### src/rtl/addsub_pkg.sv
// Shared encodings and constants for the pipelined add/subtract unit.
package addsub_pkg;

  // Operation select encoding
  localparam logic [1:0] OP_ADD = 2'b00;
  localparam logic [1:0] OP_SUB = 2'b01;
  localparam logic [1:0] OP_SBB = 2'b10;
  localparam logic [1:0] OP_CMP = 2'b11;

  // Bit positions within a packed {C, V, N, Z} flag vector
  localparam int unsigned F_Z    = 0;
  localparam int unsigned F_N    = 1;
  localparam int unsigned F_V    = 2;
  localparam int unsigned F_C    = 3;
  localparam int unsigned NFLAGS = 4;

  // Widest operand the saturation helper can describe
  localparam int unsigned MAX_W = 256;

  // Signed max (neg=0) or signed min (neg=1) for a w-bit two's-complement value,
  // zero-extended to MAX_W bits; callers take the low w bits.
  function automatic logic [MAX_W-1:0] sat_limit(input int unsigned w, input logic neg);
    logic [MAX_W-1:0] msb;
    msb = MAX_W'(1) << (w - 1);
    return neg ? msb : (msb - MAX_W'(1));
  endfunction

endpackage

### src/rtl/addsub_seg.sv
// One SEG_W-bit slice of the segmented carry chain.
module addsub_seg #(
  parameter int unsigned SEG_W = 8
) (
  input  logic [SEG_W-1:0] a,
  input  logic [SEG_W-1:0] b,
  input  logic             cin,
  output logic [SEG_W-1:0] sum,
  output logic             cout
);

  // Plain ripple add of the slice with its incoming carry
  always_comb begin
    {cout, sum} = {1'b0, a} + {1'b0, b} + {{SEG_W{1'b0}}, cin};
  end

endmodule

### src/rtl/addsub_pipe.sv
// Pipelined add/sub/sbb/cmp unit: one SEG_W-bit carry segment resolved per
// stage, valid/ready on both sides, flags and optional signed saturation.
module addsub_pipe
  import addsub_pkg::*;
#(
  parameter int unsigned WIDTH    = 32,
  parameter int unsigned SEG_W    = 8,
  parameter bit          SATURATE = 1'b0
) (
  input  logic             clk,
  input  logic             rst,
  input  logic             in_valid,
  output logic             in_ready,
  input  logic [WIDTH-1:0] a,
  input  logic [WIDTH-1:0] b,
  input  logic [1:0]       op,
  input  logic             borrow_in,
  output logic             out_valid,
  input  logic             out_ready,
  output logic [WIDTH-1:0] result,
  output logic             zero_flag,
  output logic             negative_flag,
  output logic             overflow_flag,
  output logic             carry_flag
);

  localparam int unsigned NSTG = WIDTH / SEG_W;
  localparam int unsigned LAST = NSTG - 1;

  localparam logic [MAX_W-1:0] SMAX_FULL = sat_limit(WIDTH, 1'b0);
  localparam logic [MAX_W-1:0] SMIN_FULL = sat_limit(WIDTH, 1'b1);
  localparam logic [WIDTH-1:0] SMAX      = SMAX_FULL[WIDTH-1:0];
  localparam logic [WIDTH-1:0] SMIN      = SMIN_FULL[WIDTH-1:0];

  // Per-stage registers
  logic [NSTG-1:0]  v_q;
  logic [WIDTH-1:0] a_q  [NSTG];
  logic [WIDTH-1:0] b_q  [NSTG];
  logic [WIDTH-1:0] s_q  [NSTG];
  logic             c_q  [NSTG];
  logic [1:0]       op_q [NSTG];

  // Per-stage next-state / stage inputs
  logic [NSTG-1:0]  v_d;
  logic [WIDTH-1:0] a_d   [NSTG];
  logic [WIDTH-1:0] b_d   [NSTG];
  logic [WIDTH-1:0] sin_d [NSTG];
  logic [WIDTH-1:0] s_d   [NSTG];
  logic             cin_d [NSTG];
  logic             c_d   [NSTG];
  logic [1:0]       op_d  [NSTG];
  logic [SEG_W-1:0] seg_sum [NSTG];

  logic [NSTG-1:0]  adv;
  logic [WIDTH-1:0] b_prep;
  logic             cin0;

  // Operand preparation: invert B and pick the carry-in for the subtract modes
  always_comb begin
    b_prep = (op == OP_ADD) ? b : ~b;
    cin0   = 1'b0;
    case (op)
      OP_ADD:  cin0 = 1'b0;
      OP_SBB:  cin0 = ~borrow_in;
      default: cin0 = 1'b1;
    endcase
  end

  // Stage k advances unless stage k and every stage after it is full while
  // the output is stalled; the ready chain is flattened to avoid a comb loop.
  always_comb begin
    adv = '0;
    for (int unsigned k = 0; k < NSTG; k++) begin
      logic full;
      full = 1'b1;
      for (int unsigned j = k; j < NSTG; j++) full &= v_q[j];
      adv[k] = ~full | out_ready;
    end
  end

  assign in_ready = adv[0];

  // Route each stage's inputs: ports for stage 0, previous stage otherwise
  always_comb begin
    v_d = '0;
    for (int unsigned k = 0; k < NSTG; k++) begin
      if (k == 0) begin
        v_d[k]   = in_valid;
        a_d[k]   = a;
        b_d[k]   = b_prep;
        sin_d[k] = '0;
        cin_d[k] = cin0;
        op_d[k]  = op;
      end else begin
        v_d[k]   = v_q[k-1];
        a_d[k]   = a_q[k-1];
        b_d[k]   = b_q[k-1];
        sin_d[k] = s_q[k-1];
        cin_d[k] = c_q[k-1];
        op_d[k]  = op_q[k-1];
      end
    end
  end

  for (genvar k = 0; k < NSTG; k++) begin : g_seg
    addsub_seg #(.SEG_W(SEG_W)) u_seg (
      .a    (a_d[k][k*SEG_W +: SEG_W]),
      .b    (b_d[k][k*SEG_W +: SEG_W]),
      .cin  (cin_d[k]),
      .sum  (seg_sum[k]),
      .cout (c_d[k])
    );
  end

  // Merge the freshly resolved slice into the partial sum
  always_comb begin
    for (int unsigned k = 0; k < NSTG; k++) begin
      s_d[k] = sin_d[k];
      s_d[k][k*SEG_W +: SEG_W] = seg_sum[k];
    end
  end

  // Pipeline registers: load on advance, clear everything on reset
  always_ff @(posedge clk) begin
    for (int unsigned k = 0; k < NSTG; k++) begin
      if (rst) begin
        v_q[k]  <= 1'b0;
        a_q[k]  <= '0;
        b_q[k]  <= '0;
        s_q[k]  <= '0;
        c_q[k]  <= 1'b0;
        op_q[k] <= OP_ADD;
      end else if (adv[k]) begin
        v_q[k]  <= v_d[k];
        a_q[k]  <= a_d[k];
        b_q[k]  <= b_d[k];
        s_q[k]  <= s_d[k];
        c_q[k]  <= c_d[k];
        op_q[k] <= op_d[k];
      end
    end
  end

  logic [WIDTH-1:0] sum_f;
  logic [WIDTH-1:0] res_f;
  logic             a_msb;
  logic             b_msb;
  logic             ovf;

  // Flags and saturation from the last stage; outputs read zero when empty
  always_comb begin
    sum_f = s_q[LAST];
    a_msb = a_q[LAST][WIDTH-1];
    b_msb = b_q[LAST][WIDTH-1];
    ovf   = (a_msb == b_msb) && (sum_f[WIDTH-1] != a_msb);
    res_f = sum_f;
    if (SATURATE && ovf) res_f = a_msb ? SMIN : SMAX;

    out_valid     = v_q[LAST];
    result        = '0;
    zero_flag     = 1'b0;
    negative_flag = 1'b0;
    overflow_flag = 1'b0;
    carry_flag    = 1'b0;
    if (v_q[LAST]) begin
      result        = (op_q[LAST] == OP_CMP) ? '0 : res_f;
      zero_flag     = (res_f == '0);
      negative_flag = res_f[WIDTH-1];
      overflow_flag = ovf;
      carry_flag    = (op_q[LAST] == OP_ADD) ? c_q[LAST] : ~c_q[LAST];
    end
  end

endmodule

### config.mk
export PLATFORM = sky130hd
export DESIGN_NAME = addsub_pipe
export DESIGN_NICKNAME = d
export VERILOG_FILES = /design/src/rtl/addsub_pkg.sv /design/src/rtl/addsub_seg.sv /design/src/rtl/addsub_pipe.sv
export SDC_FILE = /design/constraint.sdc
export NUM_CORES = 1
export LEC_CHECK = 0
export BUFFER_PORTS_ARGS = -buffer_cell sky130_fd_sc_hd__buf_2
export CAP_MARGIN = 0
export CORE_MARGIN = 2
export CORE_UTILIZATION = 58
export CTS_CLUSTER_DIAMETER = 200
export DETAILED_ROUTE_END_ITERATION = 12
export GPL_ROUTABILITY_DRIVEN = 0
export MAX_ROUTING_LAYER = met4
export PLACE_DENSITY = 0.77
export SYNTH_ARGS = -nofsm -noshare
export SYNTH_HDL_FRONTEND = slang
export SYNTH_HIERARCHICAL = 1
export SYNTH_SLANG_ARGS = --single-unit
### constraint.sdc
create_clock -name clk -period 3.65 [get_ports clk]
set_clock_uncertainty 0.2 [all_clocks]
set_input_delay 0 -clock clk [delete_from_list [all_inputs] [get_ports clk]]
set_output_delay 0 -clock clk [all_outputs]
set_load 0.02 [all_outputs]
**Yosys cells after proc, flatten, opt, wreduce, memory -nomap -nowiden**

Memory sizes are Yosys's and may differ from the RTL's.
Cells that the tools add are included.

- Register bits after elaboration: 4
- Memories: 5
- Output and inout bits: 38
- Bits in writable memories: 396
- Word-level logic and storage cells: 105
- Input bits: 71

- Muxes and demuxes: 43
- Bitwise operators: 37
- Reductions and logical operators: 4
- Add/subtract/negate cells: 8
- Equal/unequal tests: 4

Memory list:

| name | depth | bits a word | rd ports | clocked after memory_dff | wr ports | RTL line | text |
|---|---|---|---|---|---|---|---|
| a_q | 4 | 32 | 4 | 0 | 4 | addsub_pipe.sv:37 | `logic [WIDTH-1:0] a_q [NSTG];` |
| b_q | 4 | 32 | 4 | 0 | 4 | addsub_pipe.sv:38 | `logic [WIDTH-1:0] b_q [NSTG];` |
| s_q | 4 | 32 | 4 | 0 | 4 | addsub_pipe.sv:39 | `logic [WIDTH-1:0] s_q [NSTG];` |
| op_q | 4 | 2 | 4 | 0 | 4 | addsub_pipe.sv:41 | `logic [1:0] op_q [NSTG];` |
| c_q | 4 | 1 | 4 | 0 | 4 | addsub_pipe.sv:40 | `logic c_q [NSTG];` |

Operators with widths:

| operator | count |
|---|---|
| 2-to-1 mux 32 bit | 15 |
| adder 8 x 8 -> 9 bit | 4 |
| adder 9 x 1 -> 9 bit | 4 |
| zero test 32 bit | 1 |
| inverter 32 bit | 1 |
| bitwise OR 1 bit | 24 |
| 2-to-1 mux 1 bit | 23 |
| 2-to-1 mux 2 bit | 4 |
| bitwise AND 1 bit | 6 |
| inverter 1 bit | 6 |
| == test 2 bit (second input constant) | 2 |
| zero test 2 bit | 2 |
| one-hot mux 1 bit (2 select lines) | 1 |
| == test 1 bit | 1 |
| logical AND 1 bit | 1 |
| inequality test 1 bit | 1 |

**Depth between registers and ports, before layout**

Gate-level depths: netlist of the first run.

- Word-level depth: 9
- Mapped depth: 10
- Depth with buffers taken out: 9

**By module**

The synthesis of the first run kept the hierarchy.

By module, submodules not included:

| module | sequential area each (sq um) | instances | area an instance (sq um) | cells an instance |
|---|---|---|---|---|
| addsub_pipe | 5785.5 | 1 | 7838.8 | 519 |
| addsub_seg at g_seg[1].u_seg ... | 0.0 | 3 | 312.8 | 38 |
| addsub_seg at g_seg[0].u_seg | 0.0 | 1 | 331.6 | 42 |

**Worst setup path after synthesis of the first run**

Ideal clock, no wire load.

- Kind: reg-to-reg
- From: register v_q[3]
- To: memory a_q[0][10], enable pin
- Buffers on the path: 1
- Arrival time: 2.396 ns
- Cell stages (with the launch flop): 5
- Period minus slack after synthesis: 3.402 ns
- Data required time: 2.643 ns
- Slack: 0.248 ns
- Library setup time: 0.807 ns
- Path through: dfxtp_1 > and3b_1 > buf_6 > nor2b_1 > nand3_1

RTL lines:

| what | RTL line | text |
|---|---|---|
| from (decl) | addsub_pipe.sv:36 | `logic [NSTG-1:0] v_q;` |
| from (signal, indexed assignment) | addsub_pipe.sv:134 | `v_q[k] <= v_d[k];` |
| to (decl) | addsub_pipe.sv:37 |  |

==> flow_metrics.tcl, run 1 <==
set metrics [dict create \
    status "completed" \
    antenna_found_initial 0 \
    crit_type "input pin to flip-flop" \
    clock-sinks 194 \
    drv_slew 0 \
    worstHoldEndpoint "s_q[0][2]" \
    drive_gt1_frac 0.1795 \
    power.internal_uw 4010 \
    cts_tree "yes" \
    grt_pass1_vias 5188 \
    fin_crit_ps 2966 \
    p_switching_uw 1011 \
    final-setup-viol-count 0 \
    yosys.area.top_type "edfxtp_1" \
    fin_crit_sh 0.8126 \
    area_growth_pct 22.64 \
    io_pins 109 \
    layout.cells.non_filler 1080 \
    dieArea_mm2 0.01672 \
    worst_setup_path_end_kind "flip-flop" \
    wl_per_cell_um 14.03 \
    dp_hpwl_mm 9.779 \
    gr-total-overflow 0 \
    track_usage 0.1976 \
    fin_total_pwr_uw 5022 \
    drcViolationCount 0 \
    hold_path_class "input pin to flip-flop" \
    yosys-top-cells-area "edfxtp_1, and2_1, ha_1" \
    synth_edf_count 190 \
    dp.cells 973 \
    grt_max_degree 60 \
    r2r.worst_path.cells 3 \
    synth-seq-cells 194 \
    dr.pass1.iters 5 \
    power_density_mw_per_mm2 449.5 \
    p_leak_uw 0.004900 \
    initial_core_util 0.5970 \
    synth_top_family_by_area "simple AND/OR/NAND/NOR gates" \
    synthArstFlopShare 0 \
    num_antenna_cells 0 \
    seq_area_frac_synth 0.6352 \
    critical_path_required_ps 3640 \
    cts.path.max_buffers 2 \
    hold_viol_final 0 \
    r2r_slack_ps 940 \
    io_buffers 108 \
    synth_cells 675 \
    synth-main-ff-cell "edfxtp_1" \
    die_w_um 129.3 \
    crit_fanout 18 \
    grt_pass1_wl_mm 24.50 \
    cts.clk_slew.worst_paths_ps 70 \
    max_slew_margin 0.2494 \
    num_vias 5457 \
    swShare 0.2014 \
    cts_buffers 17 \
    die_y_um 129.3 \
    synth_area_mm2 0.009109 \
    start_kind "input pin" \
    hp-start "a[2]" \
    yosys.area_share.simple 0.1901 \
    synth_fp_nets 782 \
    final_antenna_net_count 0 \
    synthAdderAreaFrac 0.05604 \
    synth_mux_area_frac 0.001099 \
    p_seq_frac 0.524 \
    worst_slew_pin_slew_ps 1122 \
    drt-initial-drc-count 322 \
    wl_mm 15.16 \
    synth_compound_area_frac 0.04753 \
    worstPathArrival_ps 2950 \
    syn_area_per_cell_um2 13.49 \
    synth_top_area_share 0.6264 \
    rsz0062_at_grt "no" \
    holdPathStages 4 \
    nets 963 \
    pwr-share-comb 0.098 \
    cap_violations 0 \
    vdd_drop_max_uv 366.8 \
    fin_tns_setup_ps 0 \
    power_frac_clock 0.378 \
    core_region_area_mm2 0.01526 \
    reg2reg_from "v_q[3]" \
    h-tree-depth 4 \
    reg2reg_to "s_q[1][2]" \
    cts_setup_buffers 0 \
    ys_warn_count 6 \
    rows 45 \
    synthDistinctLibCells 47 \
    synthXorXnorAreaFrac 0.04904 \
    viasPerCell 5.053 \
    max_freq_ghz 0.3371 \
    worst_skew_pair.late_latency_ps 430 \
    root_buffer "clkbuf_16" \
]
per-layer routing:
layer  share of wire  track usage  vias up
met3           0.049      0.03633       33
met1            0.45       0.2501     2534
li1                -            -     2727
met2            0.48       0.3204      163
met4           0.022      0.07609        0
met5               0            -        -
layout by cell type (no fill, tap or decap), drive strengths merged, types with 21 or more instances in the layout:
cell type / Yosys / layout
nor2: 39 / 39
xnor2: 22 / 22
dlygate4sd3: 0 / 75
and2: 199 / 199
clkbuf: 15 / 21
ha: 28 / 28
a21oi: 23 / 23
edfxtp: 190 / 190
xor2: 29 / 29
buf: 11 / 113
registers in the layout, indices dropped and copies added, names as in the netlist:
name,cells
a_q,49
b_q,49
c_q,4
op_q,8
s_q,80
v_q,4
cell type report:
class                           instances  area (µm²)
Sequential cell                       194        5786
Fill cell                             957        4088
Multi-Input combinational cell        446        3144
Timing Repair Buffer                  188        1329
Clock buffer                           21       450.4
Tap cell                              211       264.0
Clock inverter                         11       163.9
Inverter                                9       33.78
through the flow:
stage	util	hold slack, ps	setup slack, ps	instance area (µm²)
floorplan	-	-70.53	247.7	9109
global placement	0.6426	50.32	933.6	9806
detailed placement	0.6426	64.12	829.5	9806
CTS	0.7321	26.24	744.5	11170
global route	0.7321	79.50	517.7	11170
finish	0.7321	70.30	683.9	11170
how the worst max path moves through the flow:
stage	startpoint	to	depth (start not counted)	slack [ps]
floorplan	v_q[3]	a_q[0][10]	4	250
global placement	op[1]	c_q[0][0]	10	930
detailed placement	op[1]	c_q[0][0]	10	830
CTS	op[1]	s_q[0][7]	11	740
global route	op[1]	c_q[0][0]	11	520
finish	op[1]	c_q[0][0]	11	680
worst max-delay path: stages:
cell           delay [ps]
dlygate4sd3_1         540
buf_2                 150
nor2_4                490
xnor2_1               170
fa_1                  470
fa_1                  430
a21oi_1               220
nor2_1                 60
nor2_1                170
o21ai_0               100
and2_1                140
cells in the mapped netlist, drive strengths merged, types with 2 or more instances:
| cell type | count |
|---|---|
| nand2 | 14 |
| xor2 | 29 |
| nand3 | 7 |
| nor3 | 9 |
| nor2b | 10 |
| fa | 8 |
| a31oi | 4 |
| a221o | 3 |
| clkbuf | 15 |
| nor2 | 39 |
| o21ai | 8 |
| a211oi | 3 |
| dfxtp | 4 |
| xnor2 | 22 |
| inv | 9 |
| ha | 28 |
| and2 | 199 |
| nand4 | 2 |
| edfxtp | 190 |
| a311o | 2 |
| or3 | 2 |
| o21bai | 4 |
| buf | 11 |
| nor4 | 10 |
| a21boi | 2 |
| a21oi | 23 |
| a21o | 6 |
| a211o | 3 |
power groups by stage:
| stage | Clock, µW | Combinational (µW) | Sequential (µW) |
|---|---|---|---|
| after floorplan | 0 | 304 | 2660 |
| after global placement | 0 | 388 | 2670 |
| after detailed placement | 0 | 407 | 2680 |
| after CTS | 1930 | 484 | 2630 |
| after global routing | 2010 | 546 | 2640 |
| final | 1900 | 494 | 2630 |
cells by family after synthesis:
family,after synthesis
XOR/XNOR,51
buffers and inverters,35
flip-flops,194
AO/OA/AOI/OAI,61
multiplexers,1
adder cells (fa/ha/maj),36
AND/OR/NAND/NOR,297
what timing repair did:
action / CTS / global route
hold endpoints to repair: 58 / 0
resized for setup: 0 / 0
hold buffers: 75 / 0
Power figures use the tool's default switching activity.
==> run 2, diff against run 1 <==
==> constraint.sdc (replaced) <==
create_clock -name clk -period 2.8 [get_ports clk]
set_clock_uncertainty 0.2 [all_clocks]
set_input_delay 0 -clock clk [delete_from_list [all_inputs] [get_ports clk]]
set_output_delay 0 -clock clk [all_outputs]
set_load 0.02 [all_outputs]
==> run 2 against run 1 <==
Against the previous run: largest power group unchanged; routed wire length is 0.23% lower; utilization is 1.0 points lower; sequential cell count stayed put; setup slack worse by 420 ps; worst hold slack worse by 17 ps; die area stayed put; critical path depth stayed put; sequential power is 30% higher; sequential share of layout area is 0.72 points higher; count of clock-buffer cells in the layout is 3 lower; total power is 26% higher.
==> flow_metrics.tcl, run 2 (synthesis gave the netlist of run 1 again) <==
set metrics [dict create \
    critPathLaunch "op[1]" \
    drcViolationCount 0 \
    nets 954 \
    wl_met3_um 729 \
    fin_crit_ps 2538 \
    rows 45 \
    crit_chain "dlygate4sd3_1, buf_2, nor2_4, xnor2_1, fa_1, fa_1, a21oi_1, nor2_1, nor2_1, o21ai_0, and2_1" \
    num_antenna_cells 0 \
    holdWs_ps 53.64 \
    highest_layer "met4" \
    fin_tns_setup_ps 0 \
    r2r_slack_ps 270 \
    layout_common_cells "and2_1, edfxtp_1, buf_2" \
    worstPathArrival_ps 2530 \
    drive_gt1_frac 0.1907 \
    cp.depth 11 \
    final-setup-viol-count 0 \
    h-tree-depth 4 \
    p_leak_uw 0.004835 \
    worst_skew_pair.late_latency_ps 420 \
    cts.clk_slew.worst_paths_ps 70 \
    die_w_um 129.3 \
    dr.pass1.iters 5 \
    start_kind "input pin" \
    root_buffer "clkbuf_16" \
    rsz0062_at_grt "no" \
    max_freq_ghz 0.3940 \
    cts.path.max_buffers 2 \
    dp.cells 977 \
    max_stage_delay_ps 530 \
    hold_viol_final 0 \
    regMostFlops "s_q" \
    viasPerCell 4.993 \
    core_region_area_mm2 0.01526 \
    ctsHoldBuffers 62 \
    gr-total-overflow 0 \
    crit_family "adder cells" \
    drt-initial-drc-count 320 \
    crit_fanout 3 \
    routedLengthMet1_mm 6.863 \
    grt_max_degree 60 \
    cap_violations 0 \
    slowest_stage "dlygate4sd3_1" \
    wl_per_cell_um 14.12 \
    die_y_um 129.3 \
    grt_pass1_vias 5226 \
    cts_setup_buffers 0 \
    met2_length_mm 7.343 \
    hp-start "a[2]" \
    top_regs "s_q (80), a_q (49), b_q (49)" \
    io_buffers 108 \
    critPathBufInv 2 \
    crit_type "input pin to flip-flop" \
    worst_setup_path_end_kind "flip-flop" \
    layout.cells.non_filler 1071 \
    cts_buffers 17 \
    antenna_found_initial 0 \
    clock-sinks 194 \
    max_slew_margin 0.4403 \
    reg2reg_to "c_q[0][1]" \
    utilization 0.7220 \
    cts_tree "yes" \
    r2r.worst_path.cells 7 \
    wl_mm 15.12 \
    track_usage 0.1998 \
    status "completed" \
    largest_reg_flops 80 \
    dp_hpwl_mm 10.18 \
    layout_commonest_cell "and2_1" \
    worst_slew_pin_slew_ps 838.7 \
    fin_crit_sh 0.9064 \
    grt_pass1_wl_mm 25.03 \
    dieArea_mm2 0.01672 \
    critical_path_required_ps 2790 \
    area_growth_pct 20.95 \
    vdd_drop_max_uv 489.7 \
    cp-endpoint "c_q[0][0]" \
    io_pins 109 \
    initial_core_util 0.5970 \
    final_antenna_net_count 0 \
    power_density_mw_per_mm2 572.5 \
    num_vias 5347 \
    drv_slew 0 \
    hold_path_class "input pin to flip-flop" \
    ctsResizeCount 0 \
    reg2reg_from "a_q[0][8]" \
]
==> run 2: cell count changes in the layout (fill, tap and decap cells not counted), sizes merged <==
cell	delta
inv	+8
clkinv	-4
bufinv	-4
buf	+4
dlygate4sd3	-13
clkbuf	-3
clkinvlp	+3
==> run 2: worst min path at each step <==
| stage | endpoint | slack, ps | cells after the start |
|---|---|---|---|
| finish | s_q[0][2] | 50 | 4 |
| floorplan | v_q[0] | -70 | 2 |
| global route | s_q[0][2] | 80 | 4 |
| CTS | s_q[0][2] | 30 | 4 |
| global placement | v_q[0] | 40 | 3 |
| detailed placement | v_q[0] | 50 | 3 |
==> run 2: report_power, final <==
group	internal, µW	total, µW	switching [µW]
Combinational	323	618	294
Sequential	3370	3430	61.5
Clock	1190	2260	1070
==> run 2: layer usage <==
metal  vias to the layer above  GRT usage
met3                        13    0.03799
met1                      2451     0.2625
met2                       166     0.3139
met4                         0    0.07417
met5                         -          -
li1                       2717          -
==> run 2: cell type report <==
class,count,area (µm²)
Sequential cell,194,5786
Fill cell,993,4242
Multi-Input combinational cell,446,3144
Timing Repair Buffer,179,1229
Clock buffer,18,439.2
Tap cell,211,264.0
Clock inverter,14,121.4
Inverter,9,33.78
==> run 2: tightest hold or removal path: cells and delay by family <==
family,cells,cell delay [ps]
buf+inv,1,90
simple gates,1,140
xor+xnor,1,90
fa+ha+maj,1,200
==> run 2: metrics by stage <==
step | power, µW | worst slack, ps | cell area [µm²]
final | 6307 | 262.0 | 11020
after global routing | 6542 | 111.8 | 11020
after global placement | 3995 | 341.9 | 9836
after CTS | 6343 | 271.3 | 11020
after floorplan | 3861 | 42.12 | 9114
after detailed placement | 4027 | 300.8 | 9836
